`config.mk`:
```
export PLATFORM = sky130hd
export DESIGN_NAME = fir_ch_scheduler
export DESIGN_NICKNAME = d
export VERILOG_FILES = /design/src/rtl/fir_ch_scheduler.sv
export SDC_FILE = /design/constraint.sdc
export NUM_CORES = 1
export LEC_CHECK = 0
export CELL_PAD_IN_SITES_DETAIL_PLACEMENT = 1
export CELL_PAD_IN_SITES_GLOBAL_PLACEMENT = 1
export CORE_MARGIN = 4
export CORE_UTILIZATION = 27
export CTS_CLUSTER_DIAMETER = 200
export DETAILED_ROUTE_END_ITERATION = 8
export PLACE_DENSITY_LB_ADDON = 0.1
export SLEW_MARGIN = 10
export SYNTH_ARGS = -nofsm -noshare
export SYNTH_HDL_FRONTEND = slang
export SYNTH_SLANG_ARGS = --single-unit
export TNS_END_PERCENT = 30
```
`constraint.sdc`:
```
create_clock -name clk -period 3.89 [get_ports clk]
set_clock_uncertainty 0.15 [all_clocks]
set_input_delay 0.778 -clock clk [delete_from_list [all_inputs] [get_ports clk]]
set_output_delay 0.778 -clock clk [all_outputs]
set_load 0.05 [all_outputs]
```
`src/rtl/fir_ch_scheduler.sv`:
```
// fir_ch_scheduler: round-robin arbiter sharing one serial FIR MAC engine
// between NUM_CH sample producers. One sample is in flight at a time; the
// engine's result is returned tagged with the channel that produced it.
//
// Optional feature macro: FIR_SCHED_TIMEOUT_EN
//   defined   -> WAIT is bounded by a TIMEOUT-cycle watchdog; an expiry
//                raises a sticky timeout_err and drops the sample.
//   undefined -> WAIT waits indefinitely and timeout_err is tied low.
module fir_ch_scheduler #(
  parameter int NUM_CH    = 2,
  parameter int WIDTH     = 8,
  parameter int OUT_WIDTH = 8,
  parameter int TIMEOUT   = 64,
  localparam int CH_W     = (NUM_CH > 1) ? $clog2(NUM_CH) : 1
) (
  input  logic                    clk,
  input  logic                    rst,
  input  logic [NUM_CH-1:0]       req_valid,
  input  logic [NUM_CH*WIDTH-1:0] req_data,
  output logic [NUM_CH-1:0]       req_ready,
  output logic                    eng_valid_in,
  output logic [WIDTH-1:0]        eng_data_in,
  output logic [CH_W-1:0]         eng_ch_sel,
  input  logic                    eng_valid_out,
  input  logic [OUT_WIDTH-1:0]    eng_data_out,
  output logic                    res_valid,
  output logic [CH_W-1:0]         res_ch,
  output logic [OUT_WIDTH-1:0]    res_data,
  output logic                    busy,
  output logic                    timeout_err
);

  typedef enum logic [1:0] {IDLE, ISSUE, WAIT, RESULT} state_t;

  state_t          state;
  logic [CH_W-1:0] last_grant;
  logic [CH_W-1:0] grant_idx;
  logic [CH_W-1:0] cand;
  logic            grant_found;
  logic            wd_expire;

  // Winner search: first pending channel strictly after the last grant, wrapping.
  always_comb begin
    grant_found = 1'b0;
    grant_idx   = '0;
    cand        = '0;
    for (int k = 1; k <= NUM_CH; k++) begin
      cand = CH_W'((int'(last_grant) + k) % NUM_CH);
      if (!grant_found && req_valid[cand]) begin
        grant_found = 1'b1;
        grant_idx   = cand;
      end
    end
  end

  // Accept is only offered from IDLE; rst masks it so nothing is consumed during reset.
  assign req_ready = (state == IDLE && grant_found && !rst) ?
                     (NUM_CH'(1) << grant_idx) : '0;

  assign busy = (state != IDLE);

  // Main FSM: capture on accept, strobe the engine once, wait, present the result once.
  always_ff @(posedge clk) begin
    if (rst) begin
      state        <= IDLE;
      last_grant   <= CH_W'(NUM_CH - 1);
      eng_valid_in <= 1'b0;
      eng_data_in  <= '0;
      eng_ch_sel   <= '0;
      res_valid    <= 1'b0;
      res_ch       <= '0;
      res_data     <= '0;
    end else begin
      eng_valid_in <= 1'b0;
      res_valid    <= 1'b0;
      case (state)
        IDLE: begin
          if (grant_found) begin
            eng_data_in  <= req_data[int'(grant_idx)*WIDTH +: WIDTH];
            eng_ch_sel   <= grant_idx;
            last_grant   <= grant_idx;
            eng_valid_in <= 1'b1;
            state        <= ISSUE;
          end
        end
        ISSUE: state <= WAIT;
        WAIT: begin
          // A result arriving on the expiry cycle takes priority over the abort.
          if (eng_valid_out) begin
            res_data  <= eng_data_out;
            res_ch    <= eng_ch_sel;
            res_valid <= 1'b1;
            state     <= RESULT;
          end else if (wd_expire) begin
            state <= IDLE;
          end
        end
        RESULT:  state <= IDLE;
        default: state <= IDLE;
      endcase
    end
  end

`ifdef FIR_SCHED_TIMEOUT_EN
  localparam int WD_W = $clog2(TIMEOUT + 1);

  logic [WD_W-1:0] wd_cnt;
  logic            timeout_err_reg;

  assign wd_expire   = (state == WAIT) && !eng_valid_out &&
                       (wd_cnt == WD_W'(TIMEOUT - 1));
  assign timeout_err = timeout_err_reg;

  // Watchdog: counts WAIT cycles from zero, latches a sticky error on expiry.
  always_ff @(posedge clk) begin
    if (rst) begin
      wd_cnt          <= '0;
      timeout_err_reg <= 1'b0;
    end else begin
      if (state == ISSUE) begin
        wd_cnt <= '0;
      end else if (state == WAIT && !wd_expire) begin
        wd_cnt <= wd_cnt + 1'b1;
      end
      if (wd_expire) begin
        timeout_err_reg <= 1'b1;
      end
    end
  end
`else
  assign wd_expire   = 1'b0;
  assign timeout_err = 1'b0;
`endif

endmodule
```
==> flow_metrics.env <==
export IMPL_outcome="finished clean"
export IMPL_timing_setup_tns_ns=0
export IMPL_post_drt_wl_per_cell_um=13.1
export IMPL_power_per_cell_area_mw_per_mm2=687
export IMPL_synthMostInstantiatedCell="sky130_fd_sc_hd__nand2_1"
export IMPL_synth_cell_types=22
export IMPL_routed_via_density=4.56
export IMPL_crit_type="input pin to output port"
export IMPL_place_area_mm2=0.00147
export IMPL_antenna_cells=0
export IMPL_finalCriticalPeriod_ns=3.15
export IMPL_synth_async_reset_ratio_pct=0
export IMPL_rsz0062_at_grt="no"
export IMPL_mean_area_per_synthesized_cell_um2=7.93
export IMPL_timing_critical_path_max_delay_family="buffers and inverters"
export IMPL_post_route_worst_setup_slack_ns=0.742
export IMPL_ff2ff_setup_slack_ns=2.32
export IMPL_power_leakage_uw=0.000568
export IMPL_max_slew_margin_rel_pct=65.1
export IMPL_remaining_design_rule_violation_count=0
export IMPL_critPathSlowestCell="sky130_fd_sc_hd__clkdlybuf4s50_1"
export IMPL_post_route_cells_drive_above_1_share_pct=6.59
export IMPL_clock_root_buffer="sky130_fd_sc_hd__clkbuf_4"
export IMPL_cts_num_sinks=23
export IMPL_cap_violations=0
export IMPL_synth_edf_count=0
export IMPL_report_final_setup_viol=0
export IMPL_synthFlopType="sky130_fd_sc_hd__dfxtp_1"
export IMPL_layout_area_growth_over_synthesis_pct=61.3
export IMPL_clk_transition_reported_paths_ns=0.13
export IMPL_clk_latency_ns=0.31
export IMPL_ys_top_cells_by_area="sky130_fd_sc_hd__dfxtp_1 50%, sky130_fd_sc_hd__a21oi_1 15%, sky130_fd_sc_hd__nand2_1 13%, sky130_fd_sc_hd__o21ai_0 5.4%, sky130_fd_sc_hd__ha_1 2.7%"
export IMPL_clkPwrFrac_pct=11.0
export IMPL_post_synth_design_cell_area_um2=928
export IMPL_floorplan_die_area_mm2=0.00444
export IMPL_pre_cts_slack_ns=0.716
export IMPL_final_cell_area_mm2=0.00150
export IMPL_path_max_fanout=10
export IMPL_first_global_vias=1004
export IMPL_post_cts_hold_buffer_count=0
export IMPL_max_fclk_mhz=318
export IMPL_combinationalPowerShare_pct=56.8
export IMPL_path_cells="clkdlybuf4s50_1 > a21boi_2 > nand2_1 > nor2_1 > buf_4"
export IMPL_worst_path_largest_cell_delay_ns=0.55
export IMPL_crit_required_ns=2.96
export IMPL_drtPass1Iterations=4
export IMPL_yosysSeqAreaShare_pct=49.6
export IMPL_worstSetupStartpointType="input pin"
export IMPL_grt_antenna_before_repair=0
export IMPL_grt_usage_pct=13.1
export IMPL_dp_hpwl_um=2170
export IMPL_fin_crit_sh_pct=80.9
export IMPL_p_int_uw=539
export IMPL_die_height_um=66.6
export IMPL_synth_seq_cells=23
export IMPL_io_pins=53
export IMPL_clockBufferDepth=2
export IMPL_cts_buffers_inserted=3
export IMPL_p_sw_share_pct=47.6
export IMPL_synth_fp_nets=148
export IMPL_io_buffer_count=51
export IMPL_final_max_slew_viol_count=0
export IMPL_hold_path_class="flop to flop"
export IMPL_nets=199
export IMPL_worst_setup_path_end_kind="output port"
export IMPL_synth_common_cells="31 x sky130_fd_sc_hd__nand2_1, 27 x sky130_fd_sc_hd__a21oi_1, 23 x sky130_fd_sc_hd__dfxtp_1"
export IMPL_placementRows=21
export IMPL_critical_path_arrival_ns=2.22
export IMPL_grt_start_max_net_pins=16
export IMPL_synth_top_area_cell="sky130_fd_sc_hd__dfxtp_1"
export IMPL_num_vias=972
export IMPL_core_area_mm2=0.00334
export IMPL_worstMarginPinSlew_ns=0.522
export IMPL_tritoncts="yes"
export IMPL_detailed_router_s_first_iteration_violation_count=25
export IMPL_power_frac_seq_pct=32.1
export IMPL_finalHoldViolCount=0
export IMPL_gp_congestion=0.733
export IMPL_post_layout_total_power_uw=1030
export IMPL_grt_pass1_wl_um=4460
export IMPL_switchingPower_uw=490
export IMPL_timing_critical_path_buf_inv=2
export IMPL_floorplan_die_width_um=66.6
export IMPL_worst_ir_drop_vdd_mv=0.323
export IMPL_initial_utilization_pct=27.8
export IMPL_syn_inst=117
export IMPL_cts_setup_buffers=0
export IMPL_synth_yosys_warnings=0
export IMPL_gr_total_overflow=0
export IMPL_clock_tree_htree_level_count=1
export IMPL_cts_resized_gates=0
export IMPL_synth_top_cell_area_share_pct=49.6
export IMPL_num_fill_cells=418
export IMPL_final_antenna_net_count=0
export IMPL_postRouteWirelength_um=2790
[through the flow]
step / std cells / utilization, % / hold WS [ns]
detailed placement: 209 / 44.1 / 0.301
CTS: 213 / 44.9 / 0.319
global placement: 209 / 44.1 / 0.294
global route: 213 / 44.9 / 0.346
floorplan: 117 / - / 0.301
finish: 213 / 44.9 / 0.316
[cell usage in the layout, fill, tap and decap left out, drive strengths merged]
master,n
a21bo,1
a21boi,1
a21oi,27
and2,1
and3,1
buf,3
clkbuf,3
clkdlybuf4s50,49
clkinv,1
conb,1
dfxtp,23
ha,2
inv,5
mux2i,1
nand2,31
nor2,3
nor3,1
o21a,1
o21ai,10
o221a,1
o32a,1
[path summary, 6_finish.rpt]
| check | to | depth (start not counted) | start |
|---|---|---|---|
| setup / recovery | req_ready[1] | 5 | req_valid[1] |
| setup reg to reg | state[0] | 5 | state[0] |
| hold reg to reg | res_data[0] | 2 | res_data[0] |
| hold / removal | res_data[0] | 2 | res_data[0] |
[cell families (layout without fill, tap and decap cells)]
logic type               Yosys count  count (layout)  share of synthesized area, %
AO/OA/AOI/OAI                     42              42                          25.3
adder cells (fa/ha/maj)            2               2                          2.69
buffers and inverters             11              61                          5.12
flip-flops                        23              23                          49.6
multiplexers                       1               1                          1.08
other                              1               1                         0.404
AND/OR/NAND/NOR                   37              37                          15.8
[flip-flops by register name, summed over array words and instances (netlist names)]
register      flops
res_ch            1
last_grant        1
eng_ch_sel        1
res_data          8
res_valid         1
state             2
eng_data_in       8
eng_valid_in      1
[layer usage]
| metal | wire (um) | vias up | GRT usage, % |
|---|---|---|---|
| li1 | - | 488 | - |
| met2 | 1290 | 41 | 22.6 |
| met1 | 1200 | 439 | 15.0 |
| met3 | 270 | 4 | 4.22 |
| met4 | 33 | 0 | 4.57 |
| met5 | 0 | - | 0 |
[worst min-delay path, cell delays in order, from the launching register on]
cell                      delay, ns
sky130_fd_sc_hd__dfxtp_1       0.34
sky130_fd_sc_hd__nand2_1       0.05
sky130_fd_sc_hd__a21oi_1       0.05
[power groups by stage]
stage          Clock, uW  Sequential, uW  Combinational (uW)
6_report             113             331                 585
5_1_grt              126             338                 631
4_1_cts              118             331                 592
3_5_place_dp           0             335                 589
3_3_place_gp           0             333                 583
2_1_floorplan          0             494                 229
[cell type report]
| cell class | instances | area (um^2) | share of cell area, % |
|---|---|---|---|
| tap | 46 | 57.6 | 3.84 |
| inverter | 5 | 18.8 | 1.25 |
| multi-input combinational | 83 | 420 | 28.1 |
| clock inverter | 1 | 5.00 | 0.334 |
| sequential | 23 | 460 | 30.7 |
| timing repair buffer | 52 | 513 | 34.3 |
| clock buffer | 3 | 22.5 | 1.50 |
Power figures use the tool's default switching activity.
==> RTL edit (same settings) <==
Change the parameter `WIDTH` from 8 to 7.
--- a/src/rtl/fir_ch_scheduler.sv
+++ b/src/rtl/fir_ch_scheduler.sv
@@ -10,3 +10,3 @@
   parameter int NUM_CH    = 2,
-  parameter int WIDTH     = 8,
+  parameter int WIDTH     = 7,
   parameter int OUT_WIDTH = 8,
Interface: changed (resized eng_data_in and req_data); port bits go from 53 to 50. No check against the original RTL was run, so the function may have changed too.
==> RTL edit against the original RTL <==
Core utilization fell by 0.65 points. Sequential cell count fell by 1. Area after synthesis rose by 1.6%. Critical path depth did not move. Design area fell by 0.67%. Setup slack improved by 0.26 ns. Routed wire length fell by 9.8%. Total power fell by 8.9%.
==> RTL edit: results (changes against the original RTL) <==
The flow ran to the end, and the final reports show no timing, DRC or antenna violations. The placed wire-length estimate after detailed placement came out at 1.96 mm (-9.9%). The power density over the cells is 630 nW/um^2 (-8.2%), and the register area is 440 sq um (-4.3%). The tools report the largest net degree at the start of global routing as 26 (+10).

The fraction of the mapped netlist area in compound gates works out to 0.179 (-0.0743). The worst register-to-register path begins at state[0]. The proportion of synthesized area in mux cells was 0.0849 (+0.0741); the final routed wire length divided by cell count was 12.6 um (-3.9%). The run gives 0 (unchanged) as the number of diodes added for antenna fixing.

Sequential power: 0.311 mW (-6.0%). Ranked by total cell area, the synthesized netlist is headed by dfxtp_1, mux2i_1, nand2_1. The run gives 75 (-9.6%) as the multi-input combinational cell count. The largest registers in the layout are res_data x8, eng_data_in x7, state x2. The arrival time at the worst endpoint is 1.96 ns (-0.26 ns). The tools report the hold path endpoint as res_data[6]. The capturing element of the worst setup path was req_ready[1]. The startpoint identified for the worst hold timing path is res_data[6]. The share of synthesized area occupied by flip-flops and latches is 0.467 (-0.0291). The largest stage delay on the critical path works out to 0.53 ns (-0.02 ns).

The run gives 4.07 mm (-8.7%) as the global-route wire length before repair. For the number of nets in the layout, the log shows 186 (-6.5%). The number of input and output port buffers inserted works out to 48 (-5.9%). The run gives 22 (-4.3%) as the clock sink count. The worst vdd rail ir drop was 0.269 mV (-17%); the fraction of cell area in non-clock buffers was 0.338 (-0.00442).

Sorting the synthesized cells by how often they occur yields dfxtp_1, nand2_1, a21oi_1, nor2_1, mux2i_1. The multi-input gate share of the layout cell area was 0.302 (+0.0212); the number of inserted filler cells in the final layout was 421 (+0.72%). The number of library cell types mapped by synthesis was 23 (+4.5%); the instance count after placement with tap cells included was 197 (-5.7%). The transition time at the pin with the least slew margin works out to 0.510 ns (-0.0120 ns).

Compared with the post-synthesis result, the final layout area differs by 57.7%. The post-placement setup slack was 0.997 ns (+0.282 ns); the setup slack of the worst register-to-register path was 2.17 ns (-0.15 ns). The number of non-clock inverters in the layout was 4 (-1); the share of cells above drive strength 1 was 0.0649 (-0.000933).

The area of the multi-input gates was 449 sq um (+6.8%); the power of the clock network was 0.106 mW (-6%). The logs give 2.52 mm (-9.8%) for the detailed-route wire length and 0.314 ns (-0.00145 ns) for the worst hold-check slack. The run gives 878 (-9.7%) as the via count. The net count after synthesis is 137 (-7.4%), and the fraction of the mapped netlist area in adder cells is 0.0398 (+0.0128). For the area after detailed placement, the log shows 1470 sq um (-0.34%).

The utilization of the core after routing came out at 0.442 (-0.00648). The largest fanout on the critical path was 5 (-5); the overall global routing resource usage was 0.122 (-0.00904). The clock buffer and inverter area fraction after layout is 0.0151 (-0.00324), and the leakage power is 0.563 nW (-0.97%).

The tools report the routability congestion estimate as 0.700 (-4.6%). The logs give 2 (-2) for the number of search-and-repair iterations in the first detailed-routing pass and 905 (-9.9%) for the number of global-route vias before repair. The count of non-CTS buffers in the layout is 50 (-3.8%), and the maximum operating frequency is 346 MHz (+9.0%).
RTL edit: changes by cell type after synthesis, sizes merged, moves of 7 or more:
cell,delta
nand2,-10
a211oi,+7
a21oi,-15
mux2i,+7
o21ai,-9
nor2,+8
RTL edit: worst max-delay path, delay by kind of cell:
family / cells / cell delay (ns)
compound gates: 1 / 0.22
buf+inv: 2 / 0.69
simple gates: 2 / 0.27
RTL edit: logic make-up (layout without fill, tap and decap cells):
| kind of cell | after synthesis | in the layout |
|---|---|---|
| adder cells (fa/ha/maj) | 3 | 3 |
| other | 1 | 1 |
| AND/OR/NAND/NOR | 38 | 38 |
| AO/OA/AOI/OAI | 25 | 25 |
| multiplexers | 8 | 8 |
| flip-flops | 22 | 22 |
| buffers and inverters | 10 | 57 |
RTL edit: layer usage:
layer | up-vias | part of all wire | GRT usage
li1 | 448 | - | -
met1 | 393 | 0.42 | 0.146
met2 | 33 | 0.48 | 0.193
met3 | 4 | 0.084 | 0.0472
met4 | 0 | 0.014 | 0.0532
met5 | - | 0 | 0
